## config.mk

```make
export PLATFORM = sky130hd
export DESIGN_NAME = piece_queue
export DESIGN_NICKNAME = d
export VERILOG_FILES = /design/src/rtl/piece_queue.sv
export SDC_FILE = /design/constraint.sdc
export NUM_CORES = 1
export LEC_CHECK = 0
export BUFFER_PORTS_ARGS = -buffer_cell sky130_fd_sc_hd__buf_2
export CAP_MARGIN = 20
export CORE_ASPECT_RATIO = 1.5
export CORE_MARGIN = 4
export CORE_UTILIZATION = 51
export DETAILED_ROUTE_END_ITERATION = 16
export PLACE_DENSITY = 0.73
export SLEW_MARGIN = 15
export SYNTH_ARGS = -nofsm -noshare
export SYNTH_HDL_FRONTEND = slang
export SYNTH_SLANG_ARGS = --single-unit
export TNS_END_PERCENT = 1
```

## constraint.sdc

```tcl
create_clock -name clka -period 2.05 [get_ports clka]
set_clock_uncertainty 0.05 [all_clocks]
set_input_delay 0.1025 -clock clka [delete_from_list [all_inputs] [get_ports clka]]
set_output_delay 0.1025 -clock clka [all_outputs]
set_load 0.01 [all_outputs]
```

## src/rtl/piece_queue.sv

```systemverilog
// Preview FIFO fed by the piece randomiser: one-shot reroll damps immediate repeats,
// pieces leave through a spawn request/acknowledge handshake.
module piece_queue #(
   parameter int DEPTH = 4,
   parameter int CW    = 2
) (
   input  logic                       clka,
   input  logic                       restart,
   input  logic [CW-1:0]              random,
   input  logic                       spawn_req,
   output logic                       spawn_ack,
   output logic [CW-1:0]              spawn_piece,
   output logic [CW-1:0]              next_piece,
   output logic [$clog2(DEPTH):0]     count,
   output logic                       ready,
   output logic                       dbg_state
);

   localparam int PW   = $clog2(DEPTH);
   localparam int CNTW = PW + 1;
   localparam logic [CNTW-1:0] FULL = CNTW'(DEPTH);

   typedef enum logic {S_INIT = 1'b0, S_RUN = 1'b1} state_t;

   // Handshake: spawn_req is a level held by the controller until it sees
   // spawn_ack; spawn_ack is a single-cycle pulse and spawn_piece is valid
   // from that cycle until the next ack.
   state_t            r_state;
   logic [CW-1:0]     r_mem [DEPTH];
   logic [PW-1:0]     r_head;
   logic [PW-1:0]     r_tail;
   logic [CNTW-1:0]   r_count;
   logic [CW-1:0]     r_last_enq;
   logic              r_last_valid;
   logic              r_reroll_used;
   logic              r_ack;
   logic [CW-1:0]     r_piece;
   logic              r_ready;

   logic              w_can_push;
   logic              w_reject;
   logic              w_push;
   logic              w_pop;

   // Push eligibility is judged on the pre-pop count, so a full queue that
   // pops refills only on the following edge.
   assign w_can_push = (r_count < FULL);
   assign w_reject   = r_last_valid && (random == r_last_enq) && !r_reroll_used;
   assign w_push     = w_can_push && !w_reject;
   assign w_pop      = (r_state == S_RUN) && spawn_req && (r_count != '0) && !r_ack;

   always_ff @(posedge clka) begin
      if (restart) begin
         r_state       <= S_INIT;
         r_head        <= '0;
         r_tail        <= '0;
         r_count       <= '0;
         r_last_enq    <= '0;
         r_last_valid  <= 1'b0;
         r_reroll_used <= 1'b0;
         r_ack         <= 1'b0;
         r_piece       <= '0;
         r_ready       <= 1'b0;
         for (int i = 0; i < DEPTH; i++) r_mem[i] <= '0;
      end else begin
         if (w_can_push) begin
            if (w_reject) begin
               r_reroll_used <= 1'b1;
            end else begin
               r_mem[r_tail] <= random;
               r_tail        <= r_tail + PW'(1);
               r_last_enq    <= random;
               r_last_valid  <= 1'b1;
               r_reroll_used <= 1'b0;
            end
         end

         r_ack <= w_pop;
         if (w_pop) begin
            r_piece <= r_mem[r_head];
            r_head  <= r_head + PW'(1);
         end

         case ({w_push, w_pop})
            2'b10:   r_count <= r_count + CNTW'(1);
            2'b01:   r_count <= r_count - CNTW'(1);
            default: r_count <= r_count;
         endcase

         case (r_state)
            S_INIT: begin
               if (w_push && (r_count == FULL - CNTW'(1))) begin
                  r_state <= S_RUN;
                  r_ready <= 1'b1;
               end
            end
            S_RUN:   r_state <= S_RUN;
            default: r_state <= S_INIT;
         endcase
      end
   end

   assign spawn_ack   = r_ack;
   assign spawn_piece = r_piece;
   assign next_piece  = (r_count == '0) ? '0 : r_mem[r_head];
   assign count       = r_count;
   assign ready       = r_ready;
   assign dbg_state   = (r_state == S_RUN);

endmodule

```

==> flow_summary.json, run 1 <==
{
  "root_buffer": "clkbuf_4",
  "place.port_buffers": 14,
  "type_of_the_worst_min_delay_path": "in -> reg",
  "clock_sinks": 26,
  "drv_cap": 0,
  "clock_insertion_delay_worst_skew_ps": 320,
  "worst_slew_margin_rel": 0.652,
  "synth_enable_flop_cells": 8,
  "violations_in_the_final_reports": "negative setup slack",
  "arrival_ps": 2280,
  "core_region_um2": 2420,
  "synth.lib_cells_used.distinct": 41,
  "period_needed_ps": 2060,
  "critical_path.endpoint_type": "flop",
  "final_common_cell": "dfxtp_1",
  "synth.cell_area_um2": 1290,
  "crit_type": "reg -> reg",
  "grt_setup_unrepaired": "yes",
  "grt_pass1_wl_um": 4600,
  "global_route_congestion_overflow_total": 0,
  "clk_path_buf_depth": 2,
  "die_h_um": 69.5,
  "clk_transition_reported_paths_ps": 140,
  "placement.cell_area_um2": 1430,
  "most-common-layout-cells": "dfxtp_1, buf_2, nand2_1, a21oi_1",
  "drt-wirelength-per-cell_um": 15.1,
  "finalMaxSlewViolations": 0,
  "design.final.nets": 155,
  "power.static_leakage_nw": 0.564,
  "vdd_ir_drop_max_uv": 575,
  "setup.worst_path.start_class": "flop",
  "fin_hold_ws_ps": 134,
  "hold_viol": 0,
  "nFillCells": 204,
  "synthesized_nets": 136,
  "synthToLayoutAreaGrowth_pct": 13.5,
  "global_routing_usage_summed_across_all_routing_layers": 0.168,
  "grt_start_max_net_pins": 30,
  "asyncSetResetFlopFracSynth": 0,
  "timing.fmax_ghz": 0.485,
  "crit_fanout": 2,
  "detailedPlacementHpwl_um": 1960,
  "run_status": "finished, violations left",
  "post-route-period-util": 1.01,
  "cp_data_required_time_ps": 2260,
  "placementRows": 22,
  "die-area_um2": 3410,
  "clock_tree.htree_level_count": 1,
  "start_util": 0.531,
  "finalInstanceArea_um2": 1460,
  "drc_viols": 0,
  "detail_route.wirelength_um": 2590,
  "gp_congestion": 0.757,
  "detail_route.vias_per_cell": 5.96,
  "cts_tree": "done",
  "synth_flop_cell": "dfxtp_1",
  "dieWidth_um": 49.0,
  "synth.yosys.warnings": 0,
  "report.final.setup_viol": 1,
  "ys_seq_elements": 26,
  "numCtsBuffers": 3,
  "final_layout_size_suffix_gt1_frac": 0.293,
  "initial_antenna_violation_count": 0,
  "syn-mean-instance-area_um2": 9.97,
  "syn-instance-count": 129,
  "antennaDiodeCount": 0,
  "share_of_the_yosys_chip_area_belonging_to_registers": 0.467,
  "max_slew.worst_pin.slew_ps": 516,
  "routed-via-count": 1020,
  "p_per_area_nw_per_um2": 1090,
  "grt_pass1_vias": 1034,
  "pin_count": 15,
  "post-cts-setup-buffers": 0,
  "worst_slack_ps": -11.6,
  "drt_pass1_iterations": 4,
  "drt_iter0_markers": 40,
  "remaining_antenna_violation_count": 0
}
power by group:
group	internal [mW]	total, mW	switching, mW
clock	0.0714	0.217	0.146
sequential	0.649	0.739	0.0899
combinational	0.288	0.639	0.351
total	1.01	1.59	0.587
per-stage QoR:
step           power (mW)  setup slack [ps]  setup TNS (ps)   util  instances
3_5_place_dp         1.38             -14.3           -14.3  0.590        167
6_report             1.59             -11.6           -11.6  0.603        171
5_1_grt              1.70             -86.7           -86.7  0.603        171
4_1_cts              1.60             -1.01           -1.01  0.601        171
2_1_floorplan        1.17             -41.0           -41.0      -        129
3_3_place_gp         1.34              78.9               0  0.590        167
path summary, 6_finish.rpt:
kind                                    start            to  slack, ps  cells past startpoint
worst min-delay path                spawn_req     spawn_ack        130                      4
worst max register to register  r_last_enq[0]      count[2]        -10                      9
worst max-delay path            r_last_enq[0]      count[2]        -10                      9
worst min register to register   r_last_valid  r_last_valid        430                      2
cell type report:
class                           count  area, um2  share of cell area
Multi-Input combinational cell     88        643               0.440
Sequential cell                    26        604               0.414
Timing Repair Buffer               22        130              0.0891
Tap cell                           24       30.0              0.0206
Inverter                            7       26.3              0.0180
Clock buffer                        3       22.5              0.0154
Clock inverter                      1       3.75             0.00257
synth_stat cells (4+ instances only):
master	count	share of area
dfxtp_1	18	0.28
nand2_1	10	0.029
a21oi_1	9	0.035
edfxtp_1	8	0.19
nor2_1	8	0.023
inv_1	7	0.020
nand2b_1	6	0.029
o21ai_0	6	0.023
buf_2	5	0.019
nor3_1	5	0.019
nand3_1	4	0.016
state kept, by name, indices dropped and copies added, names as in the netlist, named ones only:
register	flops
spawn_ack	1
r_mem	8
r_last_valid	1
r_last_enq	2
ready	1
spawn_piece	2
count	3
dbg_state	1
r_head	2
r_tail	2
r_reroll_used	1
routing by layer:
metal | vias to the layer above | share of wire | routed length (um) | GRT usage
li1 | 504 | - | - | -
met1 | 479 | 0.39 | 997 | 0.190
met2 | 30 | 0.55 | 1430 | 0.301
met3 | 7 | 0.041 | 106 | 0.0237
met4 | 0 | 0.022 | 56 | 0.0808
met5 | - | 0 | 0 | 0
logic make-up (layout without fill, tap and decap cells):
logic type,count (synthesis),count (layout),share of synthesized area
multiplexers,2,2,0.0350
adder cells (fa/ha/maj),2,2,0.0253
AO/OA/AOI/OAI,26,26,0.127
buffers and inverters,15,33,0.0545
AND/OR/NAND/NOR,54,54,0.252
XOR/XNOR,4,4,0.0389
flip-flops,26,26,0.467
worst max-delay path: stages (launching register included):
cell and delay, ps:
dfxtp_2 360, xor2_2 160, nor3_4 180, or2_4 150, ha_4 140, inv_2 40, fa_2 330, xor2_1 160
or3_1 310, a21oi_1 130
what timing repair did:
item / 4_1_cts / 5_1_grt
endpoints found under the setup margin: 1 / 1
gates resized for setup: 2 / 2
hold buffers: 0 / 0
pin swaps: 1 / 0
Note: power is estimated with default switching activity, not from simulation.
==> run 2, diff against run 1 <==
--- a/config.mk
+++ b/config.mk
@@ -5,13 +5,14 @@
 export SDC_FILE = /design/constraint.sdc
 export NUM_CORES = 1
 export LEC_CHECK = 0
+export ABC_AREA = 1
 export BUFFER_PORTS_ARGS = -buffer_cell sky130_fd_sc_hd__buf_2
 export CAP_MARGIN = 20
 export CORE_ASPECT_RATIO = 1.5
 export CORE_MARGIN = 4
-export CORE_UTILIZATION = 51
+export CORE_UTILIZATION = 49
 export DETAILED_ROUTE_END_ITERATION = 16
-export PLACE_DENSITY = 0.73
+export PLACE_DENSITY = 0.71
 export SLEW_MARGIN = 15
 export SYNTH_ARGS = -nofsm -noshare
 export SYNTH_HDL_FRONTEND = slang
==> flow_summary.json, run 2 <==
{
  "most-common-layout-cells": "nand2_1, inv_1, nor2_1, dfxtp_1, buf_2",
  "vdd_ir_drop_max_uv": 563,
  "wl_met3_um": 82,
  "synth.yosys.warnings": 0,
  "synthAdderAreaFrac": 0.0283,
  "timing.fmax_ghz": 0.525,
  "clock_sinks": 26,
  "detailedPlacementHpwl_um": 1700,
  "design.final.nets": 171,
  "synth_simple_gate_area_frac": 0.228,
  "p_per_area_nw_per_um2": 907,
  "post-route-period-util": 0.929,
  "top_layer_used": "met4",
  "critical_path.top_delay_family": "adder cells",
  "grt_start_max_net_pins": 15,
  "crit_fanout": 3,
  "final_layout_size_suffix_gt1_frac": 0.258,
  "report.final.setup_viol": 0,
  "place.port_buffers": 14,
  "synth_xor_area_frac": 0,
  "global_route_congestion_overflow_total": 0,
  "drt_iter0_markers": 40,
  "die-area_um2": 3200,
  "finalMaxSlewViolations": 0,
  "die_h_um": 67.3,
  "core_region_um2": 2230,
  "share_of_the_yosys_chip_area_belonging_to_registers": 0.523,
  "arrival_ps": 2090,
  "largest_register": "r_mem",
  "detail_route.vias_per_cell": 5.18,
  "setup.worst_path.start_class": "flop",
  "setup_tns_ps": 0,
  "synth.cell_area_um2": 1150,
  "yosysTopAreaCellShare": 0.314,
  "crit_type": "reg -> reg",
  "final_common_cell": "nand2_1",
  "run_status": "complete, no violations",
  "syn-instance-count": 141,
  "dieWidth_um": 47.5,
  "cts_tree": "done",
  "timing.rr.start": "r_last_enq[0]",
  "antennaDiodeCount": 0,
  "max_slew.worst_pin.slew_ps": 419,
  "synthMuxAreaShare": 0,
  "ys_seq_elements": 26,
  "worstPathBufferInverterCount": 2,
  "grt_setup_unrepaired": "no",
  "synth_flop_cell": "dfxtp_1",
  "drt-wirelength-per-cell_um": 11.6,
  "yosysTopAreaCell": "dfxtp_1",
  "met1Wirelength_um": 839,
  "numCtsBuffers": 3,
  "synth-compound-area-share": 0.138,
  "cp_data_required_time_ps": 2230,
  "grt_pass1_vias": 928,
  "reg2reg_slack_ps": 150,
  "critical_path.endpoint_type": "flop",
  "cpMaxStageDelayCell": "dfxtp_2",
  "placementRows": 21,
  "root_buffer": "clkbuf_4",
  "drc_viols": 0,
  "start_util": 0.514,
  "synthToLayoutAreaGrowth_pct": 16.0,
  "global_routing_usage_summed_across_all_routing_layers": 0.156,
  "remaining_antenna_violation_count": 0,
  "synth.lib_cells_used.distinct": 19,
  "worst_slew_margin_rel": 0.721,
  "clock_tree.htree_level_count": 1,
  "asyncSetResetFlopFracSynth": 0,
  "hold_viol": 0,
  "worstHoldPathCells": 3,
  "yosysMostFrequentCell": "nand2_1",
  "yosys-top-cells-area": "dfxtp_1, edfxtp_1, nand2_1",
  "stage_delay_of_the_slowest_cell_on_the_critical_path_ps": 380,
  "clk_path_buf_depth": 2,
  "routed-via-count": 964,
  "largest_family_of_logic_cells_by_synthesized_area": "simple AND/OR/NAND/NOR gates",
  "placement.cell_area_um2": 1260,
  "power.static_leakage_nw": 0.637,
  "finalInstanceArea_um2": 1330,
  "route.met2.wl_um": 1170,
  "type_of_the_worst_min_delay_path": "in -> reg",
  "pin_count": 15,
  "detail_route.wirelength_um": 2170,
  "syn-mean-instance-area_um2": 8.15,
  "worst-path-stages": 13,
  "nFillCells": 191,
  "drt_pass1_iterations": 4,
  "min-delay-start": "random[0]",
  "synthesized_nets": 148,
  "initial_antenna_violation_count": 0,
  "grt_pass1_wl_um": 3540,
  "drv_cap": 0,
  "netlist_top_cells_count": "nand2_1, inv_1, dfxtp_1",
  "worstSetupStartpoint": "r_last_enq[0]",
  "clock_insertion_delay_worst_skew_ps": 330,
  "path_cells": "inv_2 -> nand2_1 -> nand2_1 -> nor2_2 -> nand2_2 -> nand2_4 -> ha_1 -> inv_1 -> fa_2 -> a21oi_1 -> o21ai_0 -> o21ai_1 -> a21oi_1",
  "largest_register_ffs": 8,
  "gp_congestion": 0.800,
  "r2r.worst_path.cells": 13,
  "synth_enable_flop_cells": 8,
  "clk_transition_reported_paths_ps": 140,
  "period_needed_ps": 1900
}
==> run 2: cell count changes after synthesis, sizes merged, moves of 3 or more <==
cell,previous run,this run
xor2,4,0
or3,3,0
nor2,8,18
buf,7,1
nor3,7,0
o21ai,7,13
inv,7,24
nand2b,6,0
nand2,10,35
or4,3,0
nor4,3,0
a21oi,9,15
nor4b,3,0
==> run 2: worst paths after layout <==
path                   endpoint
setup reg to reg       count[2]
hold reg to reg           ready
hold / removal    r_last_enq[0]
setup / recovery       count[2]
==> run 2: logic make-up (layout without fill, tap and decap cells) <==
logic type | after synthesis | in the layout
and+or+nand+nor | 60 | 60
DFF | 26 | 26
adders and majority gates | 2 | 2
AOI/OAI and AO/OA | 28 | 28
buffers and inverters | 25 | 47
==> run 2: through the flow <==
step	total power, mW	setup WS [ps]	hold slack (ps)	utilization	cells
2_1_floorplan	0.851	137	122	-	141
3_3_place_gp	0.938	84.7	318	0.566	180
3_5_place_dp	0.948	38.0	325	0.566	180
4_1_cts	1.20	31.9	21.9	0.587	185
5_1_grt	1.28	19.8	43.7	0.597	186
6_report	1.21	146	27.2	0.597	186
==> run 2: metal layers <==
metal,global-route usage,vias up
met1,0.164,442
met5,0,-
li1,-,493
met2,0.268,22
met3,0.0213,7
met4,0.108,0
==> run 2: where the power goes <==
part	leakage, nW	switching (mW)	internal, mW	total, mW
clock	0.0210	0.146	0.109	0.255
combinational	0.384	0.200	0.119	0.319
sequential	0.232	0.0339	0.600	0.634
==> run 2: layout make-up <==
| type | instances | area (um2) | share of cell area |
|---|---|---|---|
| clock buffers | 4 | 36.3 | 0.0272 |
| inverters | 24 | 90.1 | 0.0676 |
| multi-input cells | 90 | 462 | 0.346 |
| flip-flops and latches | 26 | 606 | 0.454 |
| well taps | 23 | 28.8 | 0.0216 |
| repair buffers | 19 | 110 | 0.0826 |
==> run 2: timing repair <==
item | in CTS | in global routing
hold endpoints to repair | 4 | 0
resized for setup | 0 | 9
endpoints found under the setup margin | 0 | 1
hold buffers | 1 | 0
buffers inserted | 0 | 1
==> run 2: worst register-to-register path, delay by kind of cell (launching register included) <==
| family | cells | cell delay [ps] |
|---|---|---|
| adder cells (fa/ha/maj) | 2 | 470 |
| AO/OA/AOI/OAI | 4 | 430 |
| flip-flops | 1 | 380 |
| AND/OR/NAND/NOR | 5 | 370 |
| buffers and inverters | 2 | 110 |
==> run 3, diff against run 2 <==
--- a/config.mk
+++ b/config.mk
@@ -8,11 +8,14 @@
 export ABC_AREA = 1
 export BUFFER_PORTS_ARGS = -buffer_cell sky130_fd_sc_hd__buf_2
 export CAP_MARGIN = 20
+export CELL_PAD_IN_SITES_DETAIL_PLACEMENT = 1
+export CELL_PAD_IN_SITES_GLOBAL_PLACEMENT = 1
 export CORE_ASPECT_RATIO = 1.5
 export CORE_MARGIN = 4
-export CORE_UTILIZATION = 49
+export CORE_UTILIZATION = 37
 export DETAILED_ROUTE_END_ITERATION = 16
-export PLACE_DENSITY = 0.71
+export GPL_TIMING_DRIVEN = 0
+export PLACE_DENSITY = 0.72
 export SLEW_MARGIN = 15
 export SYNTH_ARGS = -nofsm -noshare
 export SYNTH_HDL_FRONTEND = slang
==> flow_summary.json, run 3 (synthesis results as in run 2) <==
{
  "setup.worst_path.start_class": "flop",
  "final_common_cell": "nand2_1",
  "final_layout_size_suffix_gt1_frac": 0.321,
  "routed-via-count": 975,
  "p_per_area_nw_per_um2": 979,
  "grt_pass1_wl_um": 4640,
  "worstPathBufferInverterCount": 2,
  "report.final.setup_viol": 0,
  "design.final.nets": 170,
  "cts_tree": "done",
  "grt_pass1_vias": 980,
  "antennaDiodeCount": 0,
  "stdcell_count": 201,
  "drt_iter0_markers": 22,
  "power.static_leakage_nw": 0.648,
  "stage_delay_of_the_slowest_cell_on_the_critical_path_ps": 370,
  "total_power_mw": 1.36,
  "numCtsBuffers": 3,
  "drc_viols": 0,
  "cpMaxStageDelayCell": "fa_2",
  "nFillCells": 390,
  "worst-path-stages": 13,
  "drt_pass1_iterations": 4,
  "detail_route.wirelength_um": 2770,
  "core_region_um2": 2940,
  "max_slew.worst_pin.slew_ps": 355,
  "remaining_antenna_violation_count": 0,
  "share_seq_of_total_power": 0.467,
  "drt-wirelength-per-cell_um": 13.8,
  "clock_power_share": 0.280,
  "clock_sinks": 26,
  "global_routing_usage_summed_across_all_routing_layers": 0.156,
  "dieWidth_um": 53.5,
  "critical_path.endpoint_type": "flop",
  "r2r.worst_path.cells": 13,
  "most-common-layout-cells": "nand2_1, inv_1, nor2_1, buf_2",
  "multi_input_comb_area_um2": 482,
  "root_buffer": "clkbuf_8",
  "net-switching-power_uw": 427,
  "cp_data_required_time_ps": 2170,
  "largest_register": "r_mem",
  "detailedPlacementHpwl_um": 2070,
  "type_of_the_worst_min_delay_path": "in -> reg",
  "start_util": 0.390,
  "clk_transition_reported_paths_ps": 90,
  "clock_insertion_delay_worst_skew_ps": 280,
  "post-place-cells": 194,
  "global_route_congestion_overflow_total": 0,
  "die_h_um": 76.2,
  "share_comb_of_total_power": 0.253,
  "cts_hold_buf": 0,
  "clock_tree.htree_level_count": 1,
  "drv_cap": 0,
  "synthToLayoutAreaGrowth_pct": 21.2,
  "vdd_ir_drop_max_uv": 460,
  "finalMaxSlewViolations": 0,
  "grt_start_max_net_pins": 16,
  "hold_viol": 0,
  "final_util": 0.473,
  "power_report.internal_total_uw": 936,
  "place.port_buffers": 14,
  "post-route-period-util": 0.939,
  "period_needed_ps": 1930,
  "worst_slew_margin_rel": 0.761,
  "arrival_ps": 2040,
  "crit_type": "reg -> reg",
  "run_status": "complete, no violations",
  "crit_fanout": 3,
  "swShare": 0.313,
  "area.sequential_um2": 608,
  "path_cells": "inv_2 -> nand2_1 -> nand2_1 -> nor2_2 -> nand2_2 -> nand2_4 -> ha_2 -> inv_2 -> fa_2 -> a21oi_2 -> o21ai_2 -> o21ai_1 -> a21oi_1",
  "timing.fmax_ghz": 0.519,
  "initial_antenna_violation_count": 0,
  "die-area_um2": 4080,
  "worstHoldPathCells": 2,
  "clk_path_buf_depth": 2,
  "critical_path.top_delay_family": "adder cells",
  "pin_count": 15,
  "largest_register_ffs": 8,
  "gp_congestion": 0.698,
  "placementRows": 24,
  "detail_route.vias_per_cell": 4.85
}
-- run 3: cell count changes in the layout (fill, tap and decap cells not counted), moves of 2 or more --
cell / before / now
clkbuf_8: 1 / 3
nand2_1: 32 / 30
clkbuf_4: 3 / 0
inv_2: 4 / 6
nand2_2: 1 / 3
inv_1: 20 / 18
dfxtp_1: 14 / 12
dfxtp_2: 4 / 6
-- run 3: worst paths after layout --
check        slack (ps)          start      endpoint
max                 120  r_last_enq[0]      count[2]
min                  30        restart  r_last_valid
max reg2reg         120  r_last_enq[0]      count[2]
min reg2reg         410          ready         ready
-- run 3: area by class of cell --
| cell class | count | share of cell area |
|---|---|---|
| well taps | 39 | 0.0350 |
| repair buffers | 17 | 0.0665 |
| clock buffers | 4 | 0.0476 |
| multi-input cells | 90 | 0.346 |
| plain buffers | 1 | 0.00359 |
| flip-flops and latches | 26 | 0.437 |
| inverters | 24 | 0.0647 |
-- run 3: metrics by stage --
step	setup slack (ps)	cell area [um2]	hold slack (ps)	setup TNS, ps
detailed placement	-86.0	1270	330	-86.0
floorplan	137	1150	122	0
CTS	14.0	1350	25.1	0
global route	-0.579	1390	16.8	-0.579
global placement	-10.9	1270	325	-10.9
finish	125	1390	32.2	0
-- run 3: power groups by stage --
| stage | clock, mW | combinational (mW) | sequential, mW |
|---|---|---|---|
| global route | 0.418 | 0.390 | 0.645 |
| floorplan | 0 | 0.205 | 0.647 |
| finish | 0.382 | 0.344 | 0.637 |
| detailed placement | 0 | 0.307 | 0.646 |
| CTS | 0.391 | 0.320 | 0.636 |
| global placement | 0 | 0.289 | 0.641 |
-- run 3: routing by layer --
metal	routed length (um)	up-vias	track usage	share of wire
li1	-	487	-	-
met1	1040	474	0.170	0.38
met2	1630	10	0.284	0.59
met3	46	4	0.0176	0.017
met4	48	0	0.0691	0.017
met5	0	-	0	0
-- run 3: repair_timing --
item                       CTS  global route
pin swaps                    1             3
setup endpoints to repair    1             2
resized for setup            4            16
setup buffers                1             2
